$ cat config.mk
export PLATFORM = sky130hd
export DESIGN_NAME = add_nbit_pipe
export DESIGN_NICKNAME = d
export VERILOG_FILES = /design/src/rtl/add_nbit_pipe.sv
export SDC_FILE = /design/constraint.sdc
export NUM_CORES = 1
export LEC_CHECK = 0
export CAP_MARGIN = 25
export CORE_ASPECT_RATIO = 0.5
export CORE_MARGIN = 3
export CORE_UTILIZATION = 39
export DETAILED_ROUTE_END_ITERATION = 10
export SYNTH_ARGS = -nofsm -noshare
export SYNTH_HDL_FRONTEND = slang
export SYNTH_SLANG_ARGS = --single-unit
$ cat constraint.sdc
create_clock -name clk -period 2 [get_ports clk]
set_input_delay 0.4 -clock clk [delete_from_list [all_inputs] [get_ports clk]]
set_output_delay 0.4 -clock clk [all_outputs]
set_load 0.05 [all_outputs]
$ cat src/rtl/add_nbit_pipe.sv
// Segmented ripple-carry adder/subtractor: one SW-bit slice per stage, carry registered
// between stages, with unconsumed operand bits and finished result bits travelling alongside.
module add_nbit_pipe #(
  parameter int unsigned LENGTH = 16,
  parameter int unsigned SEG    = 4
) (
  input  logic              clk,
  input  logic              rst_n,
  input  logic              in_valid,
  input  logic              sub,
  input  logic [LENGTH-1:0] A,
  input  logic [LENGTH-1:0] B,
  input  logic              Cin,
  output logic              out_valid,
  output logic [LENGTH-1:0] Y,
  output logic              Cout,
  output logic              Ovf
);

  localparam int unsigned SW  = LENGTH / SEG;
  localparam int unsigned MSB = LENGTH - 1;

  logic              w_last_v;
  logic              w_last_c;
  logic              w_last_ovf;
  logic [LENGTH-1:0] w_last_y;

  for (genvar k = 0; k < SEG; k++) begin : g_seg
    localparam int unsigned LO = k * SW;

    logic              w_vi;
    logic              w_ci;
    // Low bits already hold finished result slices; high bits still hold operand A.
    logic [LENGTH-1:0] w_xi;
    logic [LENGTH-1:0] w_xo;
    logic [MSB:LO]     w_bi;
    logic [SW:0]       w_sum;

    if (k == 0) begin : g_in
      // sub/Cin are folded into Be and the first carry, so they travel with the operation.
      assign w_vi = in_valid;
      assign w_ci = sub ? 1'b1 : Cin;
      assign w_xi = A;
      assign w_bi = sub ? ~B : B;
    end else begin : g_link
      assign w_vi = g_seg[k-1].g_reg.r_v;
      assign w_ci = g_seg[k-1].g_reg.r_c;
      assign w_xi = g_seg[k-1].g_reg.r_x;
      assign w_bi = g_seg[k-1].g_reg.r_b;
    end

    assign w_sum = {1'b0, w_xi[LO +: SW]} + {1'b0, w_bi[LO +: SW]} + {{SW{1'b0}}, w_ci};

    always_comb begin
      w_xo            = w_xi;
      w_xo[LO +: SW]  = w_sum[SW-1:0];
    end

    if (k < SEG - 1) begin : g_reg
      logic                 r_v;
      logic                 r_c;
      logic [LENGTH-1:0]    r_x;
      logic [MSB:LO+SW]     r_b;

      always_ff @(posedge clk or negedge rst_n) begin
        if (!rst_n) begin
          r_v <= 1'b0;
          r_c <= 1'b0;
          r_x <= '0;
          r_b <= '0;
        end else begin
          r_v <= w_vi;
          r_c <= w_sum[SW];
          r_x <= w_xo;
          r_b <= w_bi[MSB:LO+SW];
        end
      end
    end

    if (k == SEG - 1) begin : g_last
      // The MSB of A and Be is only consumed here, so overflow is resolved in this slice.
      assign w_last_v   = w_vi;
      assign w_last_c   = w_sum[SW];
      assign w_last_y   = w_xo;
      assign w_last_ovf = (w_xi[MSB] == w_bi[MSB]) && (w_xo[MSB] != w_xi[MSB]);
    end
  end

  always_ff @(posedge clk or negedge rst_n) begin
    if (!rst_n) begin
      out_valid <= 1'b0;
      Y         <= '0;
      Cout      <= 1'b0;
      Ovf       <= 1'b0;
    end else begin
      out_valid <= w_last_v;
      if (w_last_v) begin
        Y    <= w_last_y;
        Cout <= w_last_c;
        Ovf  <= w_last_ovf;
      end
    end
  end

endmodule

**Word level (Yosys, flattened, before mapping)**

Index checks and enable logic that the tools add are counted.

- $add $sub $neg: 8
- Reduce and logical (&&, ||, !) cells: 1
- Bitwise gates (word level): 1
- Eq/ne operators: 2
- Mux-type cells: 2

Operator list:

| kind | number |
|---|---|
| adder 4 x 4 -> 5 bit | 4 |
| adder 5 x 1 -> 5 bit | 4 |
| 2-to-1 mux 16 bit | 1 |
| inverter 16 bit | 1 |
| == test 1 bit | 1 |
| logical AND 1 bit | 1 |
| 2-to-1 mux 1 bit | 1 |
| inequality test 1 bit | 1 |

- Output and inout port bits: 19
- Input port bits: 37
- Word-level logic and storage cells: 30
- Flip-flop bits (word level): 97

**Logic depth before layout (Yosys ltp)**

Gate-level depths: netlist (run 1).

- Depth after elaboration: 4
- Gate-level depth with buffers: 7
- Gate-level depth less buffers: 6

**Worst setup path after synthesis (run 1)**

OpenSTA, ideal clock, no wires.

- Path type: input to register
- Start point: input port sub
- End point: register g_seg[0].g_reg.r_c
- Setup time: 118 ps
- Path buffers: 2
- Data required time: 1882 ps
- Data arrival time: 2085 ps
- Cell stages on the path: 7
- Slack: -203 ps
- Path through: buf_2 > buf_4 > xor2_1 > fa_1 > fa_1 > a21o_1 > a21o_1

- Longest elaborated chain between the ends: 3
- Elaborated cells on any way between the ends: 4
- Those cells by class: add/sub: 2; mux: 2

RTL lines:

| element | RTL line | source |
|---|---|---|
| from (decl) | 10 | `input logic sub,` |
| 2-to-1 mux 16 bit | 44 | `assign w_bi = sub ? ~B : B;` |
| adder 4 x 4 -> 5 bit | 52 | `assign w_sum = {1'b0, w_xi[LO +: SW]} + {1'b0, w_bi[LO +: SW]} + {{SW{1'b0}}, w_ci};` |
| adder 5 x 1 -> 5 bit (*) | 52 |  |
| net g_seg[0].w_sum[4] | 37 | `logic [SW:0] w_sum;` |
| to (signal assigned) | 73 | `r_c <= w_sum[SW];` |
| to (decl) | 61 | `logic r_c;` |

Mark *: on every way through the listed nets, which the timed path passes. The rest lies on a longest branch.
A chain may end at the register's enable or synchronous reset.

**Final worst setup path (run 1)**

- Start point: input port B[0]
- End point: register g_seg[0].g_reg.r_c

- Longest elaborated chain between the ends: 4

RTL lines:

| element | RTL line | source |
|---|---|---|
| from (decl) | 12 | `input logic [LENGTH-1:0] B,` |
| inverter 16 bit | 44 |  |
| 2-to-1 mux 16 bit (*) | 44 |  |
| adder 4 x 4 -> 5 bit (*) | 52 |  |
| adder 5 x 1 -> 5 bit (*) | 52 |  |
| net g_seg[0].w_sum[4] | 37 |  |

Marked as above.

==> results.yml, run 1 <==
clock_network:
  cts_tree: "done"
  cts_inserted_buffers: 9
  cts_buffer_depth: 2
  clock_sinks: 97
  path_clk_slew_ns: 0.06
  htreeDepth: 3
  clockRootBuffer: "clkbuf_16"
  clk_latency_ns: 0.33
  post_cts_buffers: 0
layout:
  final_util_pct: 54.1
  area_delta_synth_final_pct: 32.2
  fill_cells: 666
  seq_area_um2: 2430
  drive_gt1_share_pct: 17.0
  layout.nets: 322
  multi_input_area_um2: 877
critical_path:
  path_buf_inv: 1
  r2r_start: "g_seg[2].g_reg.r_c$_DFF_PN0_"
  worstPathMaxFanout: 2
  rrSetupSlack_ns: 0.18
  path_cells: "clkdlybuf4s50_1 -> xor2_2 -> fa_2 -> fa_2 -> a21o_1 -> a21o_1"
  startpoint_type: "input pin"
  r2r_end: "Cout$_DFFE_PN0P_"
  arrival_ns: 2.18
  worstPathRequired_ns: 2.22
  reg2reg_depth: 5
  endpoint_kind: "register"
  crit_type: "in2reg"
  path_delay_family: "adder cells"
  critical_path.max_stage_delay_ns: 0.45
  slowest_stage: "clkdlybuf4s50_1"
route:
  top_layer: "met4"
  num_vias: 1629
  routed_wl_um: 4610
  first_iter_violations: 42
  drtAntennaViolNets: 0
  drc: 0
  wl_met3_um: 332
  routedWlPerCell_um: 12.0
  drt-met1-wl_um: 1860
  first_pass_iters: 2
  viasPerCell: 4.25
  dr_wl_met2_um: 2340
timing:
  slew_viol_final: 0
  tightest_slew_ns: 0.504
  rsz0062_at_grt: "false"
  fin_ws_ns: 0.0414
  skew_ns: 0.00380
  finalSetupViolCount: 0
  fmax_ghz: 0.511
  fin_hold_ws_ns: 0.343
  setup-tns-final_ns: 0
  maxSlewHeadroom_pct: 66.3
  fin_crit_sh_pct: 97.9
  finalHoldViolations: 0
  min_period_ns: 1.96
synth:
  synth.area.mux_share_pct: 4.73
  netlist_area_um2: 3330
  synth_nets: 250
  synth-seq-cells: 97
  ys.flop_type: "dfrtp_1"
  synthArstFlopShare_pct: 100
  synth_warnings: 0
  synth-compound-area-share_pct: 4.02
  yosys.area_share.simple_pct: 1.84
  yosysSeqAreaShare_pct: 72.8
  synth_xor_area_share_pct: 6.04
  ys_types: 23
  synth_top_family_by_area: "adder cells"
  avgSynthCellArea_um2: 17.3
  synth_adder_area_share_pct: 9.31
  synth_edf_count: 0
  synth_cells: 193
die:
  die_y_um: 71.4
  die-area_um2: 9760
  rows: 23
  ioPinCount: 56
  start_util_pct: 40.9
  core_area_um2: 8140
  die_x_um: 137
global_routing:
  grt_max_degree: 41
  grt_pass1_wl_um: 7830
  antenna_found_initial: 0
  grt_pass1_vias: 1712
  grt.total_usage_pct: 10.8
  grt_overflow: 0
hold_path:
  hold_class: "reg2reg"
  hold_start: "g_seg[1].g_reg.r_x[15]$_DFF_PN0_"
  min_to: "g_seg[2].g_reg.r_x[15]$_DFF_PN0_"
  min_path_cells: 0
placement:
  port_buffers: 55
  dp_slack_ns: -0.446
  place_congestion: 0.712
  hpwl_um: 3440
run:
  drv_cap: 0
power_and_ir_drop:
  pwr_density_cell_nw_per_um2: 1200
  p_leak_nw: 1.98
  fin_total_pwr_mw: 5.28
  ir_drop_mv: 0.571
outcome:
  status: "finished clean"
[cell usage in the layout (no fill, tap or decap)]
master	Yosys	final
dfrtp_1	97	97
clkdlybuf4s50_1	0	53
xor2_1	18	17
mux2_2	14	14
ha_1	12	12
clkbuf_16	0	9
buf_4	1	9
a21o_1	8	8
a21oi_1	6	6
fa_1	8	6
inv_1	5	5
xnor2_1	5	5
nor2b_1	2	2
o21ai_0	2	2
nand2b_1	2	2
nor2_1	2	2
fa_2	0	2
inv_6	0	2
clkinv_2	0	2
diode_2	0	1
or2_2	1	1
xor2_2	0	1
a21o_2	1	1
and3_4	1	1
or3_1	1	1
a31o_1	1	1
nor3_1	1	1
o21a_1	1	1
o32ai_1	1	1
clkinvlp_4	0	1
bufinv_16	0	1
clkbuf_8	0	1
dlygate4sd3_1	0	1
dlygate4sd2_1	0	1
buf_12	0	1
[sequential cells by signal, indices dropped and copies added (netlist names)]
register         count
Ovf                  1
g_seg.g_reg.r_b     24
g_seg.g_reg.r_v      3
Cout                 1
Y                   16
g_seg.g_reg.r_c      3
g_seg.g_reg.r_x     48
out_valid            1
[how the worst max path moves through the flow]
stage | startpoint | endpoint | slack (ns) | depth (start not counted)
floorplan | sub | g_seg[0].g_reg.r_c$_DFF_PN0_ | -0.02 | 7
global placement | sub | g_seg[0].g_reg.r_c$_DFF_PN0_ | -0.40 | 6
detailed placement | sub | g_seg[0].g_reg.r_c$_DFF_PN0_ | -0.45 | 6
CTS | B[0] | g_seg[0].g_reg.r_c$_DFF_PN0_ | 0.05 | 6
global route | B[0] | g_seg[0].g_reg.r_c$_DFF_PN0_ | 0.03 | 6
finish | B[0] | g_seg[0].g_reg.r_c$_DFF_PN0_ | 0.04 | 6
[synth_stat cells, types with 2 or more instances]
library cell  instances  area, um^2
a21o_1                8        60.1
a21oi_1               6        30.0
buf_2                 3        15.0
dfrtp_1              97        2430
fa_1                  8         160
ha_1                 12         150
inv_1                 5        18.8
mux2_2               14         158
nand2b_1              2        12.5
nor2_1                2        7.51
nor2b_1               2        12.5
o21ai_0               2        10.0
xnor2_1               5        43.8
xor2_1               18         158
[cell type report]
cell class,count,area share [%]
Tap cell,112,3.18
Antenna cell,1,0.0568
Clock buffer,10,5.42
Timing Repair Buffer,65,14.5
Multi-Input combinational cell,87,19.9
Inverter,5,0.426
Clock inverter,6,1.48
Sequential cell,97,55.1
[timing repair]
action	4_1_cts	5_1_grt
hold buffers	1	0
hold endpoints to repair	28	0
endpoints found under the setup margin	2	0
resized for setup	1	0
[report_power, final]
| part | internal (mW) | leakage (nW) | switching (mW) | total, mW |
|---|---|---|---|---|
| Combinational | 0.484 | 0.695 | 0.674 | 1.16 |
| Clock | 1.01 | 0.149 | 0.686 | 1.69 |
| Sequential | 2.31 | 1.13 | 0.124 | 2.43 |
[per-layer routing]
layer,GRT usage (%),vias to the layer above
li1,-,783
met1,12.2,802
met2,17.1,37
met3,6.24,7
met4,4.36,0
met5,0,-
[per-stage QoR]
stage / instance area (um^2) / instances
final: 4410 / 383
after global placement: 4090 / 365
after floorplan: 3370 / 193
after CTS: 4400 / 382
after global routing: 4400 / 382
after detailed placement: 4090 / 365
[logic make-up (layout without fill, tap and decap cells)]
logic type | Yosys count | after routing
flip-flops | 97 | 97
XOR/XNOR | 23 | 23
adder cells (fa/ha/maj) | 20 | 20
AO/OA/AOI/OAI | 20 | 20
multiplexers | 14 | 14
AND/OR/NAND/NOR | 10 | 10
buffers and inverters | 9 | 86
other | 0 | 1
No activity file was read; power rests on OpenSTA's default activity.
==> inputs of run 2 (changes only) <==
- CORE_UTILIZATION: 39 -> 52
- PLACE_DENSITY: not set -> 0.78
==> run 2 against run 1 <==
Count of clock-buffer cells in the layout stayed put. Largest cell class unchanged. Die area is 24% lower. Worst setup slack better by 0.0095 ns. Critical endpoint unchanged. Clock power is 12% higher. Sequential cell count stayed put. Non-clock buffer count is 2 lower. Global-route usage is 4.0 points higher. Sequential power hardly changed. The flow now finishes with violations (negative hold slack). First-iteration DRC count grew to 3.1 times the previous value. Hold slack worse by 0.35 ns.
==> results.yml, run 2 (synthesized netlist as in run 1, its figures left out) <==
die:
  start_util_pct: 57.2
  die_x_um: 119
  die_y_um: 62.6
  ioPinCount: 56
  core_area_um2: 5820
  rows: 19
  die-area_um2: 7470
clock_network:
  cts_tree: "done"
  clockRootBuffer: "clkbuf_16"
  post_cts_buffers: 0
  cts_inserted_buffers: 9
  path_clk_slew_ns: 0.06
  clk_latency_ns: 0.34
  ctsResizeCount: 1
  cts_hold_buf: 0
  clock_sinks: 97
  cts_buffer_depth: 2
  htreeDepth: 3
route:
  drtAntennaViolNets: 0
  routed_wl_um: 4910
  first_pass_iters: 4
  viasPerCell: 4.64
  num_vias: 1628
  first_iter_violations: 131
  routedWlPerCell_um: 14.0
  drc: 0
power_and_ir_drop:
  p_leak_nw: 1.97
  fin_total_pwr_mw: 5.50
  ir_drop_mv: 0.585
  pwr_density_cell_nw_per_um2: 1260
placement:
  place_congestion: 0.733
  port_buffers: 55
  hpwl_um: 3400
global_routing:
  grt_max_degree: 42
  antenna_found_initial: 0
  grt_pass1_vias: 1848
  grt_overflow: 0
  grt_pass1_wl_um: 8440
  grt.total_usage_pct: 14.9
layout:
  layout.nets: 320
  area_delta_synth_final_pct: 31.5
  num_antenna_cells: 0
  reg_top3: "g_seg.g_reg.r_x (48), g_seg.g_reg.r_b (24), Y (16)"
  final_cell_mix: "97 x dfrtp_1, 53 x clkdlybuf4s50_1, 17 x xor2_1, 14 x mux2_2, 12 x ha_1"
  largest_register_ffs: 48
  regMostFlops: "g_seg.g_reg.r_x"
  drive_gt1_share_pct: 16.1
  final_common_cell: "dfrtp_1"
timing:
  slew_viol_final: 0
  tightest_slew_ns: 0.518
  maxSlewHeadroom_pct: 65.4
  fin_hold_ws_ns: -0.00263
  rsz0062_at_grt: "false"
  fin_crit_sh_pct: 97.5
  min_period_ns: 1.95
  skew_ns: 0.0112
  finalHoldViolations: 4
  fmax_ghz: 0.513
  finalSetupViolCount: 0
critical_path:
  reg2reg_depth: 5
  crit_start: "B[0]"
  crit_type: "in2reg"
  arrival_ns: 2.17
  r2r_start: "g_seg[2].g_reg.r_c$_DFF_PN0_"
  worstPathMaxFanout: 2
  rrSetupSlack_ns: 0.15
  endpoint_kind: "register"
  startpoint_type: "input pin"
  worstPathRequired_ns: 2.22
run:
  drv_cap: 0
outcome:
  status: "complete, but fails checks"
  violations: "negative hold slack"
hold_path:
  hold_class: "in2async"
[run 2: cell types whose count changed in the layout (fill, tap and decap cells not counted), sizes merged]
| cell | previous run | this run |
|---|---|---|
| bufinv | 1 | 3 |
| clkinvlp | 1 | 2 |
| clkinv | 2 | 0 |
| diode | 1 | 0 |
| buf | 10 | 9 |
| dlygate4sd3 | 1 | 0 |
| inv | 7 | 5 |
[run 2: where the power goes]
group / switching (mW) / internal [mW] / total (mW) / leakage (nW)
clock: 0.676 / 1.21 / 1.89 / 0.155
combinational: 0.688 / 0.485 / 1.17 / 0.686
sequential: 0.131 / 2.31 / 2.44 / 1.13
[run 2: metal layers]
| layer | vias up | part of all wire [%] | wire, um | GRT usage (%) |
|---|---|---|---|---|
| li1 | 770 | - | - | - |
| met1 | 811 | 40 | 1970 | 16.2 |
| met2 | 40 | 53 | 2610 | 26.8 |
| met3 | 7 | 5.3 | 260 | 5.33 |
| met4 | 0 | 1.4 | 67 | 5.63 |
| met5 | - | 0 | 0 | 0 |
[run 2: layout make-up]
| cell class | count | area (um^2) |
|---|---|---|
| Fill cell | 355 | 1440 |
| Tap cell | 84 | 105 |
| Sequential cell | 97 | 2430 |
| Clock inverter | 5 | 105 |
| Clock buffer | 10 | 229 |
| Inverter | 5 | 18.8 |
| Timing Repair Buffer | 63 | 619 |
| Multi-Input combinational cell | 87 | 877 |
[run 2: final timing paths]
path	end
setup reg to reg	Cout$_DFFE_PN0P_
max in group asynchronous	g_seg[0].g_reg.r_v$_DFF_PN0_
min in group clk	g_seg[2].g_reg.r_x[14]$_DFF_PN0_
setup / recovery	g_seg[0].g_reg.r_c$_DFF_PN0_
hold reg to reg	g_seg[2].g_reg.r_x[14]$_DFF_PN0_
hold / removal	Y[6]$_DFFE_PN0P_
[run 2: critical path, stage by stage]
cell and delay, ns:
clkdlybuf4s50_1 0.44, xor2_2 0.20, fa_2 0.43, fa_2 0.40, a21o_1 0.16, a21o_1 0.15
[run 2: stage by stage]
stage / instances / cell area, um^2 / util [%] / setup WS (ns) / TNS, ns
5_1_grt: 351 / 4380 / 75.2 / 0.00803 / 0
4_1_cts: 351 / 4380 / 75.2 / 0.0531 / 0
3_3_place_gp: 336 / 4050 / 69.5 / -0.414 / -1.21
3_5_place_dp: 336 / 4050 / 69.5 / -0.452 / -1.35
6_report: 351 / 4380 / 75.2 / 0.0509 / 0
2_1_floorplan: 193 / 3370 / - / -0.0208 / -0.0208
==> inputs of run 3 (changes only) <==
- SLEW_MARGIN: not set -> 20
- TNS_END_PERCENT: not set -> 5
==> results of run 3 <==
The final DEF is identical to that of run 2; final timing and power are the same.
